### src/rtl/student_iis_receiver_if.sv
// Output bundle of the I2S ADC receiver toward the FIR input.
// master: receiver drives samples/strobes; slave: FIR side reads them.
interface student_iis_receiver_if #(
  parameter int DATA_SIZE_FIR_IN = 16
) ();
  logic signed [DATA_SIZE_FIR_IN-1:0] Data_O_L;
  logic signed [DATA_SIZE_FIR_IN-1:0] Data_O_R;
  logic                               valid_strobe_O;
  logic                               frame_err_O;

  modport master (
    output Data_O_L,
    output Data_O_R,
    output valid_strobe_O,
    output frame_err_O
  );

  modport slave (
    input Data_O_L,
    input Data_O_R,
    input valid_strobe_O,
    input frame_err_O
  );
endinterface

### src/rtl/student_iis_receiver.sv
// I2S (Philips) ADC receiver: deserialises SDATA into signed L/R samples.
// Ports: clk_i, rst_ni, LRCLK/BCLK edge strobes, AC_ADC_SDATA; fir = output bundle.
module student_iis_receiver #(
  parameter int DATA_SIZE_FIR_IN = 16,
  parameter int CODEC_WIDTH      = 24
) (
  input  logic                          clk_i,
  input  logic                          rst_ni,
  input  logic                          LRCLK_Rise,
  input  logic                          LRCLK_Fall,
  input  logic                          BCLK_Rise,
  input  logic                          AC_ADC_SDATA,
  student_iis_receiver_if.master        fir
);

  localparam int CNT_W = $clog2(CODEC_WIDTH + 1);
  localparam int DW    = DATA_SIZE_FIR_IN;

  typedef enum logic [1:0] {
    IDLE,
    SKIP,
    SHIFT,
    WAIT
  } state_t;

  state_t                 state;
  state_t                 state_d;
  logic [CODEC_WIDTH-1:0] shreg;
  logic [CNT_W-1:0]       cnt;
  logic                   ch;
  logic                   lvalid;
  logic                   done;
  logic [DW-1:0]          hold;
  logic [DW-1:0]          data_l;
  logic [DW-1:0]          data_r;
  logic                   valid;
  logic                   ferr;
  logic [DW-1:0]          trunc;

  logic start;
  logic abort;
  logic shift_en;
  logic last;

  assign trunc = shreg[CODEC_WIDTH-1 -: DW];

  // Rise is only honoured once a left slot has been seen (not in IDLE).
  always_comb begin
    start    = LRCLK_Fall | (LRCLK_Rise & (state != IDLE));
    abort    = start & ((state == SKIP) | (state == SHIFT));
    shift_en = ~start & BCLK_Rise & (state == SHIFT);
    last     = shift_en & (cnt == CNT_W'(CODEC_WIDTH - 1));
    state_d  = state;
    if (start) begin
      state_d = SKIP;
    end else begin
      case (state)
        SKIP:    if (BCLK_Rise) state_d = SHIFT;
        SHIFT:   if (last) state_d = WAIT;
        default: state_d = state;
      endcase
    end
  end

  always_ff @(posedge clk_i or negedge rst_ni) begin
    if (!rst_ni) begin
      state <= IDLE;
    end else begin
      state <= state_d;
    end
  end

  // done: slot finished last cycle; the full word is now in shreg.
  always_ff @(posedge clk_i or negedge rst_ni) begin
    if (!rst_ni) begin
      shreg  <= '0;
      cnt    <= '0;
      ch     <= 1'b0;
      lvalid <= 1'b0;
      done   <= 1'b0;
      hold   <= '0;
      data_l <= '0;
      data_r <= '0;
      valid  <= 1'b0;
      ferr   <= 1'b0;
    end else begin
      valid <= 1'b0;
      ferr  <= abort;
      done  <= last;
      if (done) begin
        if (!ch) begin
          hold   <= trunc;
          lvalid <= 1'b1;
        end else if (lvalid) begin
          data_l <= hold;
          data_r <= trunc;
          valid  <= 1'b1;
          lvalid <= 1'b0;
        end
      end
      if (start) begin
        ch    <= ~LRCLK_Fall;
        cnt   <= '0;
        shreg <= '0;
        if (abort) lvalid <= 1'b0;
      end else if (shift_en) begin
        shreg <= {shreg[CODEC_WIDTH-2:0], AC_ADC_SDATA};
        cnt   <= cnt + CNT_W'(1);
      end
    end
  end

  assign fir.Data_O_L       = data_l;
  assign fir.Data_O_R       = data_r;
  assign fir.valid_strobe_O = valid;
  assign fir.frame_err_O    = ferr;

endmodule

### src/flat_wrapper.sv
// flat-port wrapper written by rule: the top's interface ports become plain ports
module student_iis_receiver_flat 
#(
  parameter int DATA_SIZE_FIR_IN = 16,
  parameter int CODEC_WIDTH      = 24
)
  (clk_i, rst_ni, LRCLK_Rise, LRCLK_Fall, BCLK_Rise, AC_ADC_SDATA, fir_Data_O_L, fir_Data_O_R, fir_valid_strobe_O, fir_frame_err_O);
  student_iis_receiver_if #(.DATA_SIZE_FIR_IN(DATA_SIZE_FIR_IN)) fir_i ();
  input  logic clk_i;
  input  logic rst_ni;
  input  logic LRCLK_Rise;
  input  logic LRCLK_Fall;
  input  logic BCLK_Rise;
  input  logic AC_ADC_SDATA;
  output wire logic [$bits(fir_i.Data_O_L)-1:0] fir_Data_O_L;
  output wire logic [$bits(fir_i.Data_O_R)-1:0] fir_Data_O_R;
  output wire logic [$bits(fir_i.valid_strobe_O)-1:0] fir_valid_strobe_O;
  output wire logic [$bits(fir_i.frame_err_O)-1:0] fir_frame_err_O;
  assign fir_Data_O_L = fir_i.Data_O_L;
  assign fir_Data_O_R = fir_i.Data_O_R;
  assign fir_valid_strobe_O = fir_i.valid_strobe_O;
  assign fir_frame_err_O = fir_i.frame_err_O;
  student_iis_receiver #(.DATA_SIZE_FIR_IN(DATA_SIZE_FIR_IN), .CODEC_WIDTH(CODEC_WIDTH)) u_core (.clk_i(clk_i), .rst_ni(rst_ni), .LRCLK_Rise(LRCLK_Rise), .LRCLK_Fall(LRCLK_Fall), .BCLK_Rise(BCLK_Rise), .AC_ADC_SDATA(AC_ADC_SDATA), .fir(fir_i));
endmodule
### config.mk
export PLATFORM = sky130hd
export DESIGN_NAME = student_iis_receiver_flat
export DESIGN_NICKNAME = d
export VERILOG_FILES = /design/src/rtl/student_iis_receiver_if.sv /design/src/rtl/student_iis_receiver.sv /design/src/flat_wrapper.sv
export SDC_FILE = /design/constraint.sdc
export NUM_CORES = 1
export LEC_CHECK = 0
export BUFFER_PORTS_ARGS = -buffer_cell sky130_fd_sc_hd__buf_2
export CAP_MARGIN = 20
export CORE_MARGIN = 2
export CORE_UTILIZATION = 57
export DETAILED_ROUTE_END_ITERATION = 8
export GPL_TIMING_DRIVEN = 0
export PLACE_DENSITY = 0.85
export SETUP_SLACK_MARGIN = 0.3
export SYNTH_ARGS = -nofsm -noshare
export SYNTH_HDL_FRONTEND = slang
export SYNTH_SLANG_ARGS = --single-unit
### constraint.sdc
create_clock -name clk_i -period 2.3 [get_ports clk_i]
set_clock_uncertainty 0.15 [all_clocks]
set_input_delay 0.115 -clock clk_i [delete_from_list [all_inputs] [get_ports clk_i]]
set_output_delay 0.115 -clock clk_i [all_outputs]
set_load 0.01 [all_outputs]
==> out/results.ini, run 1 <==
[outcome]
status = complete, no violations

[sta]
timing.final.ws_setup_ns = 0.493
rsz0062_at_grt = no
drv_slew = 0
max_freq_mhz = 554
whs_ns = 0.0482
period_share_pct = 78.5
setup_viol = 0
fin_crit_ns = 1.81
setup_tns_ns = 0
max_slew_margin_pct = 75.0
max_slew.worst_pin.slew_ns = 0.374
finalHoldViolations = 0

[clock_network]
cts.path.max_buffers = 2
path_clk_slew_ns = 0.08
tritoncts = built
ctsHoldBuffers = 4
postCtsResizedCells = 0
cts-root-buf = clkbuf_8
clkSinkCount = 84
cts-buffers-inserted = 9
clk_latency_ns = 0.34
htreeDepth = 3
cts_setup_buffers = 0

[run]
maxCapViolations = 0

[route]
ant_nets = 0
drc = 0
viasPerCell = 5.44
vias = 1862
drt_wl_total_mm = 5.28
drt_iter0_drc = 130
wl_per_cell_um = 15.4
firstDrtPassIters = 4

[placed_design]
gp_congestion = 0.753
numPortBuffers = 39
dp_hpwl_mm = 3.59
dp_slack_ns = 0.508
postPlaceCellArea_um2 = 3550
dp.cells = 322

[synthesis]
synth_xor_area_share_pct = 0.542
synth_cell_types = 28
synth_most_common_cell = dfrtp_1
async_flop_share_pct = 100
synth.area.top_cells = dfrtp_1 65%, mux2_1 17%, a22o_1 6.8%
synth-seq-cells = 84
yosys.area.top_type_share_pct = 65.0
ys_seq_area_share_pct = 65.0
yosys.area.top_type = dfrtp_1
synth.avg_cell_area_um2 = 15.4
synth_cells = 210
synth_compound_area_share_pct = 8.59
synth-edff-count = 0
synth_flop_cell = dfrtp_1
syn_area_um2 = 3230
synth.area.mux_share_pct = 16.7
synth_common_cells = 84 x dfrtp_1, 48 x mux2_1, 25 x a22o_1
ys_warn_count = 0
yosys.area_share.simple_pct = 4.49
synthesis.nets = 220
synth_top_family_by_area = multiplexers
synth_fa_ha_area_share_pct = 1.55

[finish]
fin_cells = 342
area_delta_synth_final_pct = 17.2
ff_latch_area_um2 = 2100
fill_cells = 375
multiInputGateArea_um2 = 1030
diodes = 0
final_core_util_pct = 68.8
layout.nets = 275
final_area_um2 = 3790
drive_above_1_share_pct = 25.6

[floorplan]
die-area_um2 = 6290
num_rows = 27
boundaryPins = 40
initial_core_util_pct = 58.7
chipWidth_um = 79.3
dieHeight_um = 79.3
core_area_um2 = 5510

[critical_path]
crit_arrival_ns = 1.94
cp.required_ns = 2.44
end_kind = flip-flop
critPathLaunchType = flip-flop
crit_type = flip-flop to flip-flop
path_max_fanout = 10

[power]
power_mw = 2.67
irDropWorstVdd_uv = 431
p_leak_nw = 2.07
power_density_nw_per_um2 = 704

[grt]
grt_max_degree = 60
grt_pass1_wl_mm = 9.41
grt_pass1_vias = 1957
grt_antenna_before_repair = 0
overflow = 0
track_usage_pct = 19.8

[worst_hold_path]
hold_path_class = input pin to flip-flop

## state kept, by name, indices dropped and copies added (netlist names), 2 cells and up
| register | flops |
|---|---|
| u_core.cnt | 5 |
| u_core.fir.Data_O_L | 16 |
| u_core.fir.Data_O_R | 16 |
| u_core.hold | 16 |
| u_core.shreg | 24 |
| u_core.state | 2 |
## path summary, 6_finish.rpt
path	start	endpoint	slack (ns)	cells past startpoint
setup / recovery	u_core.state[0]	u_core.shreg[21]	0.49	6
hold / removal	LRCLK_Rise	u_core.ch	0.05	4
setup reg to reg	u_core.state[0]	u_core.shreg[21]	0.49	6
hold reg to reg	u_core.hold[2]	u_core.fir.Data_O_L[2]	0.34	1
max in group asynchronous	rst_ni	u_core.fir.Data_O_R[11]	1.34	3
min in group asynchronous	rst_ni	u_core.fir.Data_O_L[2]	0.08	2
## cells by family after synthesis
group           count (synthesis)
compound gates                 34
xor+xnor                        2
fa+ha+maj                       4
buf+inv                        14
flops                          84
mux                            48
simple gates                   24
## cell type report
| class | count | share of cell area [%] |
|---|---|---|
| flip-flops and latches | 84 | 55.5 |
| clock inverters | 6 | 1.68 |
| clock buffers | 10 | 3.63 |
| repair buffers | 44 | 7.00 |
| plain buffers | 10 | 2.21 |
| well taps | 72 | 2.38 |
| multi-input cells | 112 | 27.2 |
| inverters | 4 | 0.396 |
## power by group
group          total [mW]  internal, mW  switching, mW
combinational       0.131        0.0500         0.0815
clock                1.04         0.529          0.513
sequential           1.49          1.49        0.00728
## worst max-delay path: stages (launching register included)
cell and delay, ns:
dfrtp_1 0.40, inv_1 0.08, ha_1 0.24, nand2_2 0.15
nor3_4 0.37, buf_6 0.20, a22o_1 0.15
## placed cells by master, fill, tap and decap left out, drive strengths merged, types with 2 or more instances in the layout
cell type / instances
o21ai: 2
nand3: 4
clkbuf: 10
ha: 4
dfrtp: 84
clkinv: 3
nand2b: 3
a22o: 25
and2: 2
or3: 2
nor2: 5
xor2: 2
dlygate4sd3: 4
a21oi: 3
buf: 50
mux2: 48
nand2: 3
clkinvlp: 2
inv: 4
## routing by layer
layer | vias up | global-route usage, % | routed length (um) | part of all wire, %
met2 | 42 | 29.9 | 2540 | 48
li1 | 869 | - | - | -
met4 | 0 | 7.76 | 54 | 1.0
met1 | 944 | 27.3 | 2440 | 46
met5 | - | 0 | 0 | 0
met3 | 7 | 6.02 | 242 | 4.6
(Power assumes the default switching activity.)
==> run 2: changes to the inputs <==
clock period = 1.73 ns   (was 2.3 ns; I/O delays follow)
==> out/results.ini, run 2 (synthesis gave the netlist of run 1 again) <==
[floorplan]
initial_core_util_pct = 58.7
die-area_um2 = 6290
dieHeight_um = 79.3
num_rows = 27
core_area_um2 = 5510
boundaryPins = 40
chipWidth_um = 79.3

[power]
power_density_nw_per_um2 = 874
p_sw_uw = 799
p_clk_share_pct = 38.6
swShare_pct = 22.0
internal-power_mw = 2.84
pwr-share-seq_pct = 54.7
comb_power_share_pct = 6.7
p_leak_nw = 2.25
irDropWorstVdd_uv = 512

[finish]
final_core_util_pct = 75.5
drive_above_1_share_pct = 38.5
final_common_cell = dfrtp_1
area_delta_synth_final_pct = 28.6
diodes = 0
fin_cells = 360
largest_register_ffs = 24
layout.nets = 293
layout_common_cells = 83 x dfrtp_1, 38 x buf_2, 33 x mux2_1
largest_register = u_core.shreg

[critical_path]
rr_worst_depth = 7
cp.required_ns = 1.81
slowest_stage = dfrtp_1
crit_arrival_ns = 1.69
end_kind = flip-flop
ff2ff_setup_slack_ns = 0.12
cp_cell_sequence = inv_2 -> ha_4 -> nand2b_4 -> and3_4 -> buf_6 -> buf_8 -> a22o_1
path_max_fanout = 10
crit_type = flip-flop to flip-flop
r2r_start = u_core.state[0]
critical_path.max_stage_delay_ns = 0.38
critPathLaunchType = flip-flop
reg2reg_to = u_core.shreg[10]

[route]
ant_nets = 0
wl_per_cell_um = 17.8
drt_iter0_drc = 109
viasPerCell = 5.51
vias = 1984
drt_wl_total_mm = 6.41
drc = 0
firstDrtPassIters = 4

[grt]
grt_antenna_before_repair = 0
grt_pass1_wl_mm = 10.1
grt_pass1_vias = 2038
track_usage_pct = 21.9
grt_max_degree = 77
overflow = 0

[run]
maxCapViolations = 0

[clock_network]
cts-root-buf = clkbuf_8
path_clk_slew_ns = 0.08
clkSinkCount = 84
cts-buffers-inserted = 9
clk_latency_ns = 0.34
cts.path.max_buffers = 2
htreeDepth = 3
tritoncts = built

[worst_hold_path]
hold_path_class = input pin to flip-flop
holdPathEnd = u_core.ch
min-delay-start = LRCLK_Rise
worstHoldPathCells = 4

[placed_design]
gp_congestion = 0.723
dp.cells = 322
numPortBuffers = 39
dp_hpwl_mm = 3.57

[sta]
rsz0062_at_grt = yes
max_freq_mhz = 623
max_slew_margin_pct = 75.0
drv_slew = 0
max_slew.worst_pin.slew_ns = 0.374
fin_crit_ns = 1.61
setup_viol = 0
period_share_pct = 92.8
finalHoldViolations = 0

[outcome]
status = complete, no violations

run 2: changes by cell type in the layout (fill, tap and decap cells not counted), sizes merged:
cell         before  now
clkinv            3    0
clkbuf           10   14
dlygate4sd3       4    6
buf              50   65
run 2: worst max-delay path by stage:
stage	cells past startpoint	to	startpoint	slack [ns]
after detailed placement	6	u_core.shreg[16]	u_core.state[0]	-0.04
after CTS	7	u_core.shreg[10]	u_core.state[0]	0.14
after global placement	1	u_core.fir.Data_O_R[12]	rst_ni	-0.17
after floorplan	7	u_core.cnt[1]	u_core.state[0]	0.15
final	7	u_core.shreg[10]	u_core.state[0]	0.12
after global routing	7	u_core.shreg[23]	u_core.state[0]	0.07
run 2: power groups by stage:
| stage | sequential, mW | clock [mW] | combinational (mW) |
|---|---|---|---|
| CTS | 1.98 | 1.43 | 0.232 |
| global route | 1.99 | 1.52 | 0.271 |
| finish | 1.99 | 1.40 | 0.244 |
| floorplan | 2.03 | 0 | 0.0903 |
| global placement | 2.02 | 0 | 0.161 |
| detailed placement | 2.03 | 0 | 0.174 |
run 2: final cells by class:
type	count	area (um^2)
Inverter	4	15.0
Clock inverter	3	45.0
Tap cell	72	90.1
Fill cell	311	1350
Sequential cell	84	2100
Clock buffer	13	159
Timing Repair Buffer	62	438
Buffer	10	144
Multi-Input combinational cell	112	1160
run 2: repair_timing:
item,in CTS,in global routing
setup endpoints to repair,71,78
gates resized for setup,20,31
pin swaps,10,3
gates cloned,0,1
hold buffers,6,0
setup buffers,13,2
endpoints found under the hold margin,88,0
run 2: critical path: cells and delay by family (launching register included):
| kind | cells | cell delay (ns) |
|---|---|---|
| AO/OA/AOI/OAI | 1 | 0.19 |
| AND/OR/NAND/NOR | 2 | 0.27 |
| buffers and inverters | 3 | 0.35 |
| flip-flops | 1 | 0.38 |
| adder cells (fa/ha/maj) | 1 | 0.16 |
run 2: stage by stage:
step                      worst slack (ns)  total power, mW  cell area (um^2)  setup TNS [ns]  hold slack [ns]
after global routing                0.0678             3.78              4160               0           0.0653
after detailed placement           -0.0424             2.20              3560          -0.548           -0.224
after global placement              -0.172             2.19              3530          -14.08            0.159
final                                0.124             3.63              4160               0           0.0568
after CTS                            0.137             3.65              4000               0           0.0417
after floorplan                      0.146             2.12              3250               0           -0.359
run 2: per-layer routing:
metal,up-vias,wire [um],track usage [%]
li1,902,-,-
met1,1015,2790,28.3
met2,52,3200,34.7
met3,15,264,6.70
met4,0,156,9.14
met5,-,0,0
